===== config.mk =====
export PLATFORM = sky130hd
export DESIGN_NAME = fp_adder_arbiter
export DESIGN_NICKNAME = d
export VERILOG_FILES = /design/src/rtl/fp_arb_pkg.sv /design/src/rtl/fp_adder.sv /design/src/rtl/fp_adder_arbiter.sv
export SDC_FILE = /design/constraint.sdc
export NUM_CORES = 1
export LEC_CHECK = 0
export CELL_PAD_IN_SITES_DETAIL_PLACEMENT = 1
export CELL_PAD_IN_SITES_GLOBAL_PLACEMENT = 2
export CORE_MARGIN = 1.5
export CORE_UTILIZATION = 31
export DETAILED_ROUTE_END_ITERATION = 16
export PLACE_DENSITY_LB_ADDON = 0.1
export SLEW_MARGIN = 40
export SYNTH_ARGS = -nofsm -noshare
export SYNTH_HDL_FRONTEND = slang
export SYNTH_SLANG_ARGS = --single-unit

===== constraint.sdc =====
create_clock -name clk -period 19.65 [get_ports clk]
set_input_delay 2.9475 -clock clk [delete_from_list [all_inputs] [get_ports clk]]
set_output_delay 2.9475 -clock clk [all_outputs]
set_load 0.1 [all_outputs]

===== src/rtl/fp_arb_pkg.sv =====
// Shared types for the FP adder arbiter: operand format, stage-1 record and
// the sign-flip helper used to turn a subtract into an add.
package fp_arb_pkg;

   localparam int FP_W     = 32;
   localparam int SIGN_BIT = 31;
   localparam int ID_MAX_W = 3;   // NREQ is at most 8

   typedef logic [FP_W-1:0] fp_t;

   localparam fp_t FP_QNAN = 32'h7fc0_0000;

   typedef struct packed {
      fp_t                 a;
      fp_t                 b;
      logic [ID_MAX_W-1:0] id;
   } fp_op_t;

   function automatic fp_t fp_negate(input fp_t x);
      return x ^ (fp_t'(1) << SIGN_BIT);
   endfunction

endpackage


===== src/rtl/fp_adder.sv =====
// Combinational IEEE-754 single-precision adder, round-to-nearest-even,
// with subnormal inputs/outputs, infinities and a canonical quiet NaN.
module fp_adder
   import fp_arb_pkg::*;
(
   input  fp_t a,
   input  fp_t b,
   output fp_t s
);

   logic        a_nan, b_nan, a_inf, b_inf;
   logic        swap, big_sign, eff_sub, sticky, rnd_up;
   logic [30:0] big_mag, sml_mag;
   logic [7:0]  big_e, sml_e, diff;
   logic [23:0] big_m, sml_m;
   logic [26:0] sml_ext, sml_al, norm;
   logic [27:0] sum;
   logic [4:0]  msb;
   logic [9:0]  lz, lim, shamt, exp_n;
   logic [24:0] mant_r;

   always_comb begin
      a_nan = (&a[30:23]) & (|a[22:0]);
      b_nan = (&b[30:23]) & (|b[22:0]);
      a_inf = (&a[30:23]) & ~(|a[22:0]);
      b_inf = (&b[30:23]) & ~(|b[22:0]);

      // Order operands by magnitude so the alignment shift is always rightward.
      swap     = b[30:0] > a[30:0];
      big_mag  = swap ? b[30:0] : a[30:0];
      sml_mag  = swap ? a[30:0] : b[30:0];
      big_sign = swap ? b[31] : a[31];
      eff_sub  = a[31] ^ b[31];

      big_e = (big_mag[30:23] == 8'd0) ? 8'd1 : big_mag[30:23];
      sml_e = (sml_mag[30:23] == 8'd0) ? 8'd1 : sml_mag[30:23];
      big_m = {big_mag[30:23] != 8'd0, big_mag[22:0]};
      sml_m = {sml_mag[30:23] != 8'd0, sml_mag[22:0]};
      diff  = big_e - sml_e;

      // Three extra bits below the LSB: guard, round, sticky.
      sml_ext = {sml_m, 3'b000};
      sticky  = 1'b0;
      if (diff >= 8'd27) begin
         sml_al = {26'd0, |sml_m};
      end else begin
         sml_al    = sml_ext >> diff;
         sticky    = |(sml_ext & ~({27{1'b1}} << diff));
         sml_al[0] = sml_al[0] | sticky;
      end

      sum = eff_sub ? ({1'b0, big_m, 3'b000} - {1'b0, sml_al})
                    : ({1'b0, big_m, 3'b000} + {1'b0, sml_al});

      msb = 5'd0;
      for (int i = 0; i < 27; i++) begin
         if (sum[i]) msb = 5'(i);
      end
      lz    = 10'd26 - {5'd0, msb};
      lim   = {2'b00, big_e} - 10'd1;
      // Left shift is capped so the exponent never drops below the subnormal floor.
      shamt = (lz < lim) ? lz : lim;

      if (sum[27]) begin
         norm  = {sum[27:2], sum[1] | sum[0]};
         exp_n = {2'b00, big_e} + 10'd1;
      end else begin
         norm  = sum[26:0] << shamt;
         exp_n = {2'b00, big_e} - shamt;
      end

      rnd_up = norm[2] & (norm[1] | norm[0] | norm[3]);
      mant_r = {1'b0, norm[26:3]} + {24'd0, rnd_up};
      if (mant_r[24]) begin
         mant_r = mant_r >> 1;
         exp_n  = exp_n + 10'd1;
      end

      if (a_nan | b_nan | (a_inf & b_inf & eff_sub)) begin
         s = FP_QNAN;
      end else if (a_inf) begin
         s = a;
      end else if (b_inf) begin
         s = b;
      end else if (sum == 28'd0) begin
         s = {a[31] & b[31], 31'd0};
      end else if (exp_n >= 10'd255) begin
         s = {big_sign, 8'hff, 23'd0};
      end else begin
         s = {big_sign, mant_r[23] ? exp_n[7:0] : 8'd0, mant_r[22:0]};
      end
   end

endmodule


===== src/rtl/fp_adder_arbiter.sv =====
// Round-robin front end sharing one fp_adder among NREQ requesters through a
// two-stage pipeline with a single tagged, backpressured response port.
module fp_adder_arbiter
   import fp_arb_pkg::*;
#(
   parameter int NREQ  = 4,
   parameter int ID_W  = $clog2(NREQ),
   parameter int CNT_W = 16
) (
   input  logic                  clk,
   input  logic                  rst,
   input  logic [NREQ-1:0]       req_valid,
   output logic [NREQ-1:0]       req_ready,
   input  fp_t  [NREQ-1:0]       req_a,
   input  fp_t  [NREQ-1:0]       req_b,
   input  logic [NREQ-1:0]       req_sub,
   output logic                  rsp_valid,
   input  logic                  rsp_ready,
   output fp_t                   rsp_s,
   output logic [ID_W-1:0]       rsp_id,
   output logic [CNT_W-1:0]      op_count
);

   logic             s1_v_q, s1_v_d, s2_v_q, s2_v_d;
   fp_op_t           s1_op_q, s1_op_d;
   fp_t              s2_s_q, s2_s_d, add_s;
   logic [ID_W-1:0]  s2_id_q, s2_id_d, ptr_q, ptr_d, grant_idx;
   logic [CNT_W-1:0] cnt_q, cnt_d;
   logic             grant_found, adv1, adv2, accept, rsp_fire;
   logic             unused_id;

   function automatic logic [ID_W-1:0] rr_index(input logic [ID_W-1:0] p, input int k);
      int t;
      t = int'(p) + k;
      if (t >= NREQ) t = t - NREQ;
      return ID_W'(t);
   endfunction

   always_comb begin
      grant_found = 1'b0;
      grant_idx   = '0;
      for (int k = 0; k < NREQ; k++) begin
         if (!grant_found && req_valid[rr_index(ptr_q, k)]) begin
            grant_found = 1'b1;
            grant_idx   = rr_index(ptr_q, k);
         end
      end
   end

   assign adv2     = !s2_v_q || rsp_ready;
   assign adv1     = !s1_v_q || adv2;
   // Grants are suppressed while reset is held, even though stage 1 looks empty.
   assign accept   = grant_found && adv1 && !rst;
   assign rsp_fire = s2_v_q && rsp_ready;

   for (genvar gi = 0; gi < NREQ; gi++) begin : g_ready
      assign req_ready[gi] = accept && (grant_idx == ID_W'(gi));
   end

   always_comb begin
      s1_v_d  = s1_v_q;
      s1_op_d = s1_op_q;
      s2_v_d  = s2_v_q;
      s2_s_d  = s2_s_q;
      s2_id_d = s2_id_q;
      ptr_d   = ptr_q;
      cnt_d   = cnt_q;

      if (adv1) begin
         s1_v_d = grant_found;
         if (grant_found) begin
            s1_op_d.a  = req_a[grant_idx];
            s1_op_d.b  = req_sub[grant_idx] ? fp_negate(req_b[grant_idx]) : req_b[grant_idx];
            s1_op_d.id = ID_MAX_W'(grant_idx);
         end
      end

      if (adv2) begin
         s2_v_d = s1_v_q;
         if (s1_v_q) begin
            s2_s_d  = add_s;
            s2_id_d = s1_op_q.id[ID_W-1:0];
         end
      end

      if (accept) begin
         ptr_d = (grant_idx == ID_W'(NREQ - 1)) ? '0 : grant_idx + 1'b1;
      end
      if (rsp_fire) begin
         cnt_d = cnt_q + 1'b1;
      end
   end

   always_ff @(posedge clk or posedge rst) begin
      if (rst) begin
         s1_v_q  <= 1'b0;
         s1_op_q <= '0;
         s2_v_q  <= 1'b0;
         s2_s_q  <= '0;
         s2_id_q <= '0;
         ptr_q   <= '0;
         cnt_q   <= '0;
      end else begin
         s1_v_q  <= s1_v_d;
         s1_op_q <= s1_op_d;
         s2_v_q  <= s2_v_d;
         s2_s_q  <= s2_s_d;
         s2_id_q <= s2_id_d;
         ptr_q   <= ptr_d;
         cnt_q   <= cnt_d;
      end
   end

   fp_adder u_fp_adder (
      .a (s1_op_q.a),
      .b (s1_op_q.b),
      .s (add_s)
   );

   // Upper tag bits are padding when NREQ is below the package maximum.
   assign unused_id = ^s1_op_q.id;

   assign rsp_valid = s2_v_q;
   assign rsp_s     = s2_s_q;
   assign rsp_id    = s2_id_q;
   assign op_count  = cnt_q;

endmodule


==> Word level (Yosys, flattened, before mapping) <==
Cells that the tools add are included.
{ "totals": {"out_inout_bits": 55, "in_bits": 267, "register_bits": 120} }
{ "classes": {"muxes": 72, "eq_ne": 3, "add_sub_neg": 18, "bitwise_logic": 20, "shift": 3, "n_lt_le_gt_ge": 13, "n_reduce_logical": 32} }
{ "ops": {"columns": ["operator", "n"], "rows": [
  ["$mux 32", 7],
  ["$bmux 32 s2", 2],
  ["$mux 31", 3],
  ["$mux 5", 11],
  ["$mux 27", 2],
  ["$reduce_or 23->1", 2],
  ["$mux 4", 8],
  ["$gt 31x31->1", 1],
  ["$mux 10", 3],
  ["$add 27x27->28", 1],
  ["$logic_not 28->1", 1],
  ["$mux 28", 1],
  ["$sub 27x27->28", 1],
  ["$and 27x27->27", 1],
  ["$not 27->27", 1],
  ["$reduce_or 27->1", 1],
  ["$shl 27x10->27", 1],
  ["$shl 27x8->27 const A", 1],
  ["$shr 27x8->27", 1],
  ["$add 24x1->25", 1],
  ["$mux 24", 1],
  ["$mux 8", 3],
  ["$reduce_or 24->1", 1],
  ["$mux 2", 11],
  ["34 further kinds", 95]
]} }

==> Logic depth before layout (Yosys ltp) <==
Gate-level depths: netlist of run 1.
{ "logic_depth": {"word_depth": 55, "mapped_depth": 94} }

==> By module <==
From an unflattened synthesis of run 1, not the netlist that was laid out.
{ "hier_totals": {"cells_unflattened": 2602, "area_unflattened_um2": 19537.5} }
{ "modules_own_cells": {"columns": ["mod", "area_per_inst_um2", "cells_each", "n_inst"], "rows": [
  ["fp_adder", 13157.6, 1975, 1],
  ["fp_adder_arbiter", 6379.9, 627, 1]
]} }

==> Least setup slack after synthesis of run 1 <==
No wires, ideal clock.
{ "synth_path": {"path_kind": "register to register", "startpoint": "register s1_op_q[65] (netlist bit)", "endpoint": "register s2_s_q[16] (netlist: rsp_s[16])", "required_ns": 19.527, "arrival_ns": 17.443, "slack_ns": 2.084, "path_stages_with_launch": 87, "synth_period_minus_slack_ns": 17.566, "path_cell_list": "dfrtp_1 > clkbuf_1 > inv_1 > ha_1 > nand4_2 > nor4_4 > nor2b_1 > o21ai_2 > nand2_1 > buf_2 > buf_2 > clkbuf_1 > clkbuf_1 > clkbuf_1 > clkbuf_1 > clkbuf_1 > buf_1 > mux2i_1 > (+51 left out) > a211oi_1 > a21oi_2 > inv_2 > buf_2 > buf_4 > ha_1 > o21ai_0 > nand2b_1 > o2111a_1 > a211oi_1 > xnor2_1 > o21ai_0 > a311oi_1 > nand4_1 > nor4_1 > mux2_2 > and2_1 > a32o_1"} }
{ "synth_via": {"elab_chain_len": 55, "word_cells_on_any_way": 79} }
{ "synth_lines": {"columns": ["element", "line", "text"], "rows": [
  ["start: declaration", "fp_adder_arbiter.sv:25", "fp_op_t s1_op_q, s1_op_d;"],
  ["start signal: assignment", "fp_adder_arbiter.sv:105", "s1_op_q <= s1_op_d;"],
  ["$gt 31x31->1", "fp_adder.sv:29", "swap = b[30:0] > a[30:0];"],
  ["$mux 31, on equally long branches", "fp_adder.sv:30, fp_adder.sv:31", null],
  ["$logic_not 8->1, on equally long branches", "fp_adder.sv:35, fp_adder.sv:36", null],
  ["$mux 8, on equally long branches", "fp_adder.sv:35, fp_adder.sv:36", null],
  ["$sub 8x8->8", "fp_adder.sv:39", "diff = big_e - sml_e;"],
  ["$shl 27x8->27", "fp_adder.sv:48", "sticky = |(sml_ext & ~({27{1'b1}} << diff));"],
  ["$not 27->27", "fp_adder.sv:48", null],
  ["$and 27x27->27", "fp_adder.sv:48", null],
  ["(+39 left out)", null, null],
  ["$add 24x1->25", "fp_adder.sv:73", "mant_r = {1'b0, norm[26:3]} + {24'd0, rnd_up};"],
  ["$mux 10", "fp_adder.sv:74", "if (mant_r[24]) begin"],
  ["$ge 10x8->1", "fp_adder.sv:87", "end else if (exp_n >= 10'd255) begin"],
  ["$mux 31", "fp_adder.sv:87", null],
  ["$mux 32", "fp_adder.sv:85", "end else if (sum == 28'd0) begin"],
  ["$mux 32", "fp_adder.sv:83", "end else if (b_inf) begin"],
  ["$mux 32", "fp_adder.sv:81", "end else if (a_inf) begin"],
  ["$mux 32 *", "fp_adder.sv:79", "if (a_nan | b_nan | (a_inf & b_inf & eff_sub)) begin"],
  ["end signal: assignment", "fp_adder_arbiter.sv:107", "s2_s_q <= s2_s_d;"],
  ["end: declaration", "fp_adder_arbiter.sv:26", "fp_t s2_s_q, s2_s_d, add_s;"]
]} }
Mark *: on every way between the ends. The rest lies on a longest branch, timed or not.
A chain may end at the register's enable or synchronous reset.

==> Final worst setup path of run 1 <==
{ "layout_path": {"startpoint": "register s1_op_q[42] (netlist bit)", "endpoint": "register s2_s_q[4] (netlist: rsp_s[4])"} }
Same word-level chain as after synthesis.

==> flow_summary.yaml, run 1 <==
routing:
  wire_per_inst_um: 24.9
  drtPass1Iterations: 5
  routed_wirelength_um: 101000
  first_iter_violations: 2097
  vias_per_cell: 5.91
  ant_nets: 0
  vias: 23882
  drc_errors: 0
logic_synthesis:
  synth_seq_cells: 120
  synthArstFlopShare_pct: 100
  yosysWarnings: 0
  synth_edf_count: 0
  ys.flop_type: "dfrtp_1"
  netlist_instances: 2950
  synth_seq_area_share_pct: 15.1
  synth.avg_cell_area_um2: 6.75
  syn_area_mm2: 0.0199
  yosysUniqueCellTypes: 116
sta:
  final-hold-violation-count: 0
  slew_headroom_pct: 29.8
  tightest_slew_ps: 1040
  fin_skew_ps: 19.9
  fin_setup_tns_ps: 0
  grt_setup_unrepaired: "no"
  fin_crit_sh_pct: 93.8
  setup_viol: 0
  slew_viol_final: 0
  finalCriticalPeriod_ps: 18420
  fmax_ghz: 0.0543
global_routing:
  top_usage_layer: "met2"
  grtUsageMet2_pct: 48.5
  antenna_found_initial: 1
  grt_pass1_wl_um: 152000
  grt_pass1_vias: 23905
  overflow: 0
  met1_usage_pct: 40.7
  grt_max_degree: 111
  met3_usage_pct: 3.99
  track_usage_pct: 29.6
clocking:
  cts_setup_buffers: 0
  clk_latency_ps: 440
  clk_pin_slew_ps: 60
  cts_tree: "done"
  clock_sinks: 120
  root_buffer: "clkbuf_16"
  cts_buffers: 17
  ctsResizeCount: 0
  cts_max_level: 4
  cts_buffer_depth: 2
  ctsHoldBuffers: 0
run_status:
  outcome: "completed"
floorplanning:
  die-height_um: 256
  rows: 92
  start_util_pct: 31.5
  die_area_mm2: 0.0658
  io_pins: 322
  core_area_mm2: 0.0633
  die_w_um: 256
finish:
  final_cell_mix: "647 x nand2_1, 268 x o21ai_0, 266 x clkdlybuf4s50_1"
  diodes: 0
  design_area_mm2: 0.0245
  fin_util_pct: 38.7
  drive_above_1_share_pct: 9.04
  area_growth_pct: 23.0
  final_common_cell: "nand2_1"
  nNetsFinal: 3566
flow_run:
  drv_cap: 0
critical_path:
  crit_path_top_delay_cell: "a311oi_1"
  crit_arrival_ps: 18730
  crit_path_end_kind: "register"
  crit_type: "register to register"
  start_kind: "register"
  required_ps: 19960
  critPathMaxStageDelay_ps: 600
  cp_max_fo: 28
placement:
  gp_congestion: 0.972
  placed_area_mm2: 0.0238
  hpwl_um: 81800
  io_buffers: 321
hold_path:
  hold_class: "register to register"
==> worst paths after layout <==
kind	from	endpoint	slack (ps)	cells after the start
worst max-delay path	s1_op_q[42]	rsp_s[4]	1230	64
worst min-delay path	s1_op_q[0]	rsp_id[0]	470	2
worst max register to register	s1_op_q[42]	rsp_s[4]	1230	64
worst min register to register	s1_op_q[0]	rsp_id[0]	470	2
max in group asynchronous	rst	s1_op_q[47]	15470	3
min in group asynchronous	rst	ptr_q[1]	3080	2
==> metrics by stage <==
| step | hold WS (ps) | std cells | setup slack, ps |
|---|---|---|---|
| floorplan | 439 | 2953 | 2080 |
| global placement | 459 | 4007 | 653 |
| detailed placement | 464 | 4009 | 761 |
| CTS | 478 | 4041 | 673 |
| global route | 502 | 4042 | 6.20 |
| finish | 472 | 4042 | 1230 |
==> sequential cells by signal, indices dropped and copies added (netlist names) <==
| name | flops |
|---|---|
| rsp_s | 32 |
| rsp_id | 2 |
| s1_v_q | 1 |
| s1_op_q | 66 |
| op_count | 16 |
| ptr_q | 2 |
| rsp_valid | 1 |
==> critical path, delay by kind of cell, from the launching register on <==
| kind | cells | cell delay [ps] |
|---|---|---|
| simple gates | 20 | 5350 |
| fa+ha+maj | 6 | 2050 |
| xor+xnor | 2 | 620 |
| compound gates | 29 | 8370 |
| flops | 1 | 480 |
| buf+inv | 5 | 680 |
| mux | 2 | 690 |
==> routing by layer <==
layer	vias up	part of all wire, %
li1	11165	-
met2	836	46
met1	11750	46
met5	-	0
met4	0	2.7
met3	131	5.7
==> final cells by class <==
class                      instances  area (um^2)
inverter                         134          507
fill                            7941        38800
tap                              846         1060
clock buffer                      22          474
clock inverter                    10          143
multi-input combinational       2528        15900
timing repair buffer             382         3420
sequential                       120         3000
==> synthesized netlist by cell type, drive strengths merged, types with 12 or more instances <==
master | number | area [um^2]
o22ai | 24 | 150
mux2 | 26 | 300
mux2i | 113 | 1150
o21ai | 293 | 1480
o41ai | 13 | 121
o31ai | 26 | 223
ha | 113 | 1410
xor2 | 23 | 209
a2111oi | 13 | 133
nor2 | 204 | 776
and3 | 21 | 131
o21a | 16 | 120
nor4 | 41 | 335
a21o | 27 | 203
nand2b | 25 | 156
a221oi | 12 | 123
a31oi | 31 | 200
o21bai | 18 | 135
nand3 | 144 | 726
and2 | 33 | 206
or4 | 12 | 101
o2111ai | 12 | 105
clkbuf | 117 | 440
mux4 | 15 | 338
xnor2 | 56 | 498
nor3 | 77 | 395
inv | 133 | 499
a21oi | 152 | 772
nand2 | 650 | 2440
o211ai | 32 | 240
dfrtp | 120 | 3000
a211oi | 41 | 328
a22oi | 18 | 135
buf | 55 | 292
or3 | 22 | 138
nand4 | 35 | 231
==> logic make-up after synthesis <==
logic type / after synthesis / share of synthesized area (%)
AOI/OAI and AO/OA: 856 / 28.4
buffers and inverters: 306 / 6.20
muxes: 154 / 8.97
adders and majority gates: 116 / 7.40
and+or+nand+nor: 1318 / 30.4
other: 1 / 0.0188
DFF: 120 / 15.1
xor gates and xnor gates: 79 / 3.55
Power of run 1 is left out: the tool's default activity adds up to more than one toggle a clock period on the data nets, which glitch-free logic cannot reach.
==> inputs of run 2 (changes only) <==
--- a/config.mk
+++ b/config.mk
@@ -5,10 +5,11 @@
 export SDC_FILE = /design/constraint.sdc
 export NUM_CORES = 1
 export LEC_CHECK = 0
+export ABC_AREA = 1
 export CELL_PAD_IN_SITES_DETAIL_PLACEMENT = 1
 export CELL_PAD_IN_SITES_GLOBAL_PLACEMENT = 2
 export CORE_MARGIN = 1.5
-export CORE_UTILIZATION = 31
+export CORE_UTILIZATION = 29
 export DETAILED_ROUTE_END_ITERATION = 16
 export PLACE_DENSITY_LB_ADDON = 0.1
 export SLEW_MARGIN = 40
==> run 2 against run 1 <==
Register-to-register slack better by 1800 ps; worst hold slack improved by 4.3 ps; flip-flop and latch count did not move; non-clock buffer count decreased by 37; global-route usage shrank 1.9 points; critical endpoint is now rsp_s[7]; highest routed layer is now met5.
==> flow_summary.yaml, run 2 <==
run_status:
  outcome: "completed"
critical_path:
  cp_max_fo: 114
  crit_start: "s1_op_q[57]"
  crit_path_top_delay_cell: "nand2_8"
  crit_top_cell: "nand2_1"
  critPathMaxStageDelay_ps: 530
  reg2reg_to: "rsp_s[7]"
  r2r_start: "s1_op_q[57]"
  worstSetupEndpoint: "rsp_s[7]"
  r2r_cells: 92
  crit_type: "register to register"
  crit_path_end_kind: "register"
  start_kind: "register"
  rrSetupSlack_ps: 3050
  required_ps: 20050
  crit_arrival_ps: 17000
placement:
  io_buffers: 321
  dp.cells: 4088
  gp_congestion: 0.930
  hpwl_um: 74700
routing:
  vias: 21460
  wire_per_inst_um: 21.7
  routed_wirelength_um: 89400
  drc_errors: 0
  first_iter_violations: 1102
  ant_nets: 0
  vias_per_cell: 5.20
  drtPass1Iterations: 5
finish:
  drive_above_1_share_pct: 9.53
  fill_cells: 8276
  largest_register_ff_count: 66
  final_cells: 4123
  nNetsFinal: 3654
  largest-register: "s1_op_q"
  seq_area_mm2: 0.00300
  final_common_cell: "nand2_1"
  multi_input_area_mm2: 0.0131
  area_growth_pct: 22.4
  final_cell_mix: "833 x nand2_1, 314 x inv_1, 309 x nor2_1"
logic_synthesis:
  synth.most_common_cell: "nand2_1"
  synth_commonest_cells: "835 x nand2_1, 321 x inv_1, 310 x nor2_1"
  synth_edf_count: 0
  synthArstFlopShare_pct: 100
  synth.avg_cell_area_um2: 5.96
  yosysUniqueCellTypes: 71
  yosys-top-cells-area: "nand2_1 17%, dfrtp_1 17%, nand3_1 8.5%, ha_1 7.8%, o21ai_0 6.8%"
  yosysWarnings: 0
  syn_area_mm2: 0.0181
  ys.flop_type: "dfrtp_1"
  yosysTopAreaCellShare_pct: 17.3
  netlist_instances: 3047
  yosys.area.top_type: "nand2_1"
  synth_seq_cells: 120
  synth_seq_area_share_pct: 16.5
sta:
  grt_setup_unrepaired: "no"
  slew_headroom_pct: 42.4
  finalCriticalPeriod_ps: 16600
  fin_skew_ps: 15.5
  setup_viol: 0
  final-hold-violation-count: 0
  slew_viol_final: 0
  fin_setup_tns_ps: 0
  tightest_slew_ps: 858
  fin_crit_sh_pct: 84.5
  fmax_ghz: 0.0602
global_routing:
  grt_max_degree: 115
  top_usage_layer: "met2"
  met1_usage_pct: 35.2
  track_usage_pct: 27.7
  met3_usage_pct: 4.22
  grtUsageMet2_pct: 48.5
  antenna_found_initial: 5
  overflow: 0
  grt_pass1_vias: 22340
  grt_pass1_wl_um: 136000
clocking:
  cts_tree: "done"
  cts_setup_buffers: 0
  clk_pin_slew_ps: 70
  clk_latency_ps: 470
  clock_sinks: 120
  ctsResizeCount: 0
  cts_buffer_depth: 2
  cts_buffers: 17
  cts_max_level: 4
  root_buffer: "clkbuf_16"
  ctsHoldBuffers: 0
floorplanning:
  die_w_um: 253
  io_pins: 322
  core_area_mm2: 0.0618
  die-height_um: 253
  start_util_pct: 29.4
  rows: 91
  die_area_mm2: 0.0641
hold_path:
  hold_class: "register to register"
flow_run:
  drv_cap: 0
-- run 2: critical path, delay by kind of cell (launching register included) --
kind            cells  cell delay [ps]
xor+xnor            3             1080
flops               1              480
compound gates     20             3740
fa+ha+maj           7             2000
buf+inv            11             1500
simple gates       51             7630
-- run 2: cell families after synthesis --
| kind of cell | after synthesis | share of synthesized area [%] |
|---|---|---|
| compound gates | 543 | 17.4 |
| xor+xnor | 85 | 4.19 |
| fa+ha+maj | 116 | 8.12 |
| buf+inv | 491 | 11.8 |
| flops | 120 | 16.5 |
| mux | 5 | 0.283 |
| other cells | 1 | 0.0207 |
| simple gates | 1686 | 41.7 |
-- run 2: cell type report --
class	count	share of cell area [%]
Tap cell	837	4.72
Sequential cell	120	13.5
Inverter	348	5.94
Clock buffer	19	2.04
Clock inverter	13	0.704
Timing Repair Buffer	345	14.1
Multi-Input combinational cell	2439	58.9
Antenna cell	2	0.0225
-- run 2: worst min path at each step --
| stage | cells past startpoint | end | start |
|---|---|---|---|
| after floorplan | 2 | rsp_id[0] | s1_op_q[0] |
| after global placement | 1 | op_count[15] | op_count[15] |
| after detailed placement | 2 | rsp_s[12] | rsp_s[12] |
| after CTS | 1 | op_count[15] | op_count[15] |
| after global routing | 2 | rsp_s[10] | rsp_s[10] |
| final | 1 | op_count[15] | op_count[15] |
-- run 2: per-stage QoR --
stage | hold WS [ps] | area, um^2 | setup slack [ps] | utilization, %
4_1_cts | 484 | 22200 | 2880 | 35.9
5_1_grt | 509 | 22200 | 1130 | 35.9
3_3_place_gp | 469 | 21800 | 3300 | 35.2
2_1_floorplan | 442 | 18200 | 7320 | -
3_5_place_dp | 463 | 21600 | 2920 | 34.9
6_report | 477 | 22200 | 3050 | 35.9
-- run 2: layer usage --
| metal | share of wire (%) | routed length [um] | vias up |
|---|---|---|---|
| li1 | - | - | 10462 |
| met1 | 45 | 40300 | 10487 |
| met2 | 49 | 43400 | 434 |
| met3 | 4.0 | 3550 | 73 |
| met4 | 2.4 | 2160 | 4 |
| met5 | 0.029 | 26 | - |
Power of run 2 is left out for the same reason.
==> inputs of run 3 (changes only) <==
==> constraint.sdc (replaced) <==
create_clock -name clk -period 16.4 [get_ports clk]
set_input_delay 2.46 -clock clk [delete_from_list [all_inputs] [get_ports clk]]
set_output_delay 2.46 -clock clk [all_outputs]
set_load 0.1 [all_outputs]
==> run 3 against run 2 <==
Highest routed layer unchanged; flip-flop and latch count unchanged; setup slack worse by 1400 ps; die area unchanged.
==> flow_summary.yaml, run 3 (synthesis results as in run 2) <==
run_status:
  outcome: "completed"
placement:
  placed_area_mm2: 0.0217
  io_buffers: 321
  dp.cells: 4106
  gp_congestion: 0.929
  hpwl_um: 75400
  pre_cts_ws_ps: 714
critical_path:
  crit_path_end_kind: "register"
  start_kind: "register"
  crit_arrival_ps: 15140
  reg2reg_to: "rsp_s[3]"
  crit_top_cell: "nand2_1"
  cp_max_fo: 41
  r2r_cells: 91
  r2r_start: "s1_op_q[55]"
  critPathMaxStageDelay_ps: 510
  required_ps: 16780
  crit_type: "register to register"
  rrSetupSlack_ps: 1640
  crit_path_top_delay_cell: "dfrtp_1"
finish:
  largest-register: "s1_op_q"
  final_common_cell: "nand2_1"
  final_cells: 4149
  design_area_mm2: 0.0224
  diodes: 0
  area_growth_pct: 23.6
  fill_cells: 8206
  nNetsFinal: 3682
  drive_above_1_share_pct: 10.2
  largest_register_ff_count: 66
  final_cell_mix: "833 x nand2_1, 315 x inv_1, 309 x nor2_1"
sta:
  fin_crit_sh_pct: 90.0
  setup_slack_ps: 1640
  slew_headroom_pct: 40.4
  setup_viol: 0
  tightest_slew_ps: 887
  grt_setup_unrepaired: "no"
  fmax_ghz: 0.0678
  slew_viol_final: 0
  fin_skew_ps: 14.7
  fin_setup_tns_ps: 0
  finalCriticalPeriod_ps: 14760
  final-hold-violation-count: 0
global_routing:
  track_usage_pct: 27.7
  grt_max_degree: 92
  grt_pass1_wl_um: 136000
  grt_pass1_vias: 22472
  overflow: 0
  antenna_found_initial: 4
floorplanning:
  rows: 91
  io_pins: 322
  die-height_um: 253
  die_w_um: 253
  die_area_mm2: 0.0641
  core_area_mm2: 0.0618
  start_util_pct: 29.4
clocking:
  cts_max_level: 4
  cts_tree: "done"
  clk_pin_slew_ps: 70
  clock_sinks: 120
  root_buffer: "clkbuf_16"
  cts_buffers: 17
  cts_buffer_depth: 2
  clk_latency_ps: 470
hold_path:
  hold_depth: 2
  min_from: "rsp_s[20]"
  hold_class: "register to register"
  worstHoldEndpoint: "rsp_s[20]"
routing:
  dr_wl_met3_um: 3850
  first_iter_violations: 1167
  top_layer: "met5"
  wl_met1_um: 40400
  vias_per_cell: 5.20
  dr_wl_met2_um: 42900
  ant_nets: 0
  vias: 21592
  routed_wirelength_um: 89300
  drc_errors: 0
  drtPass1Iterations: 5
  wire_per_inst_um: 21.5
flow_run:
  drv_cap: 0
## run 3: layout make-up
| class | instances | area, um^2 | share of cell area (%) |
|---|---|---|---|
| Sequential cell | 120 | 3000 | 13.4 |
| Tap cell | 837 | 1050 | 4.67 |
| Clock inverter | 13 | 163 | 0.725 |
| Multi-Input combinational cell | 2439 | 13100 | 58.3 |
| Timing Repair Buffer | 373 | 3370 | 15.0 |
| Clock buffer | 19 | 443 | 1.98 |
| Inverter | 348 | 1320 | 5.87 |
## run 3: worst max-delay path by stage
stage                     depth (start not counted)   startpoint  slack, ps         to
after detailed placement                         90  s1_op_q[55]        710   rsp_s[7]
after global routing                             87  s1_op_q[55]         60   rsp_s[3]
final                                            91  s1_op_q[55]       1640   rsp_s[3]
after CTS                                        90  s1_op_q[55]        650   rsp_s[9]
after floorplan                                  97  s1_op_q[65]       4070  rsp_s[10]
after global placement                           95  s1_op_q[55]       1240   rsp_s[9]
## run 3: per-layer routing
| metal | vias up | GRT usage, % |
|---|---|---|
| met2 | 470 | 48.0 |
| met3 | 82 | 4.18 |
| met5 | - | 0 |
| met1 | 10524 | 35.5 |
| li1 | 10512 | - |
| met4 | 4 | 7.75 |
## run 3: timing repair
item                                    in CTS  in global routing
hold buffers                                 0                  0
endpoints found under the setup margin       0                 31
setup buffers                                0                 10
resized for setup                            0                  6
## run 3: through the flow
stage,utilization (%),hold WS [ps]
floorplan,-,442
global placement,35.4,465
detailed placement,35.1,467
CTS,36.0,476
global route,36.3,501
finish,36.3,478
## run 3: worst max-delay path, delay by kind of cell, from the launching register on
kind	cells	cell delay, ps
DFF	1	510
adders and majority gates	7	2040
xor gates and xnor gates	3	650
AOI/OAI and AO/OA	21	3680
and+or+nand+nor	49	6150
buffers and inverters	11	1570
Power of run 3 is left out for the same reason.
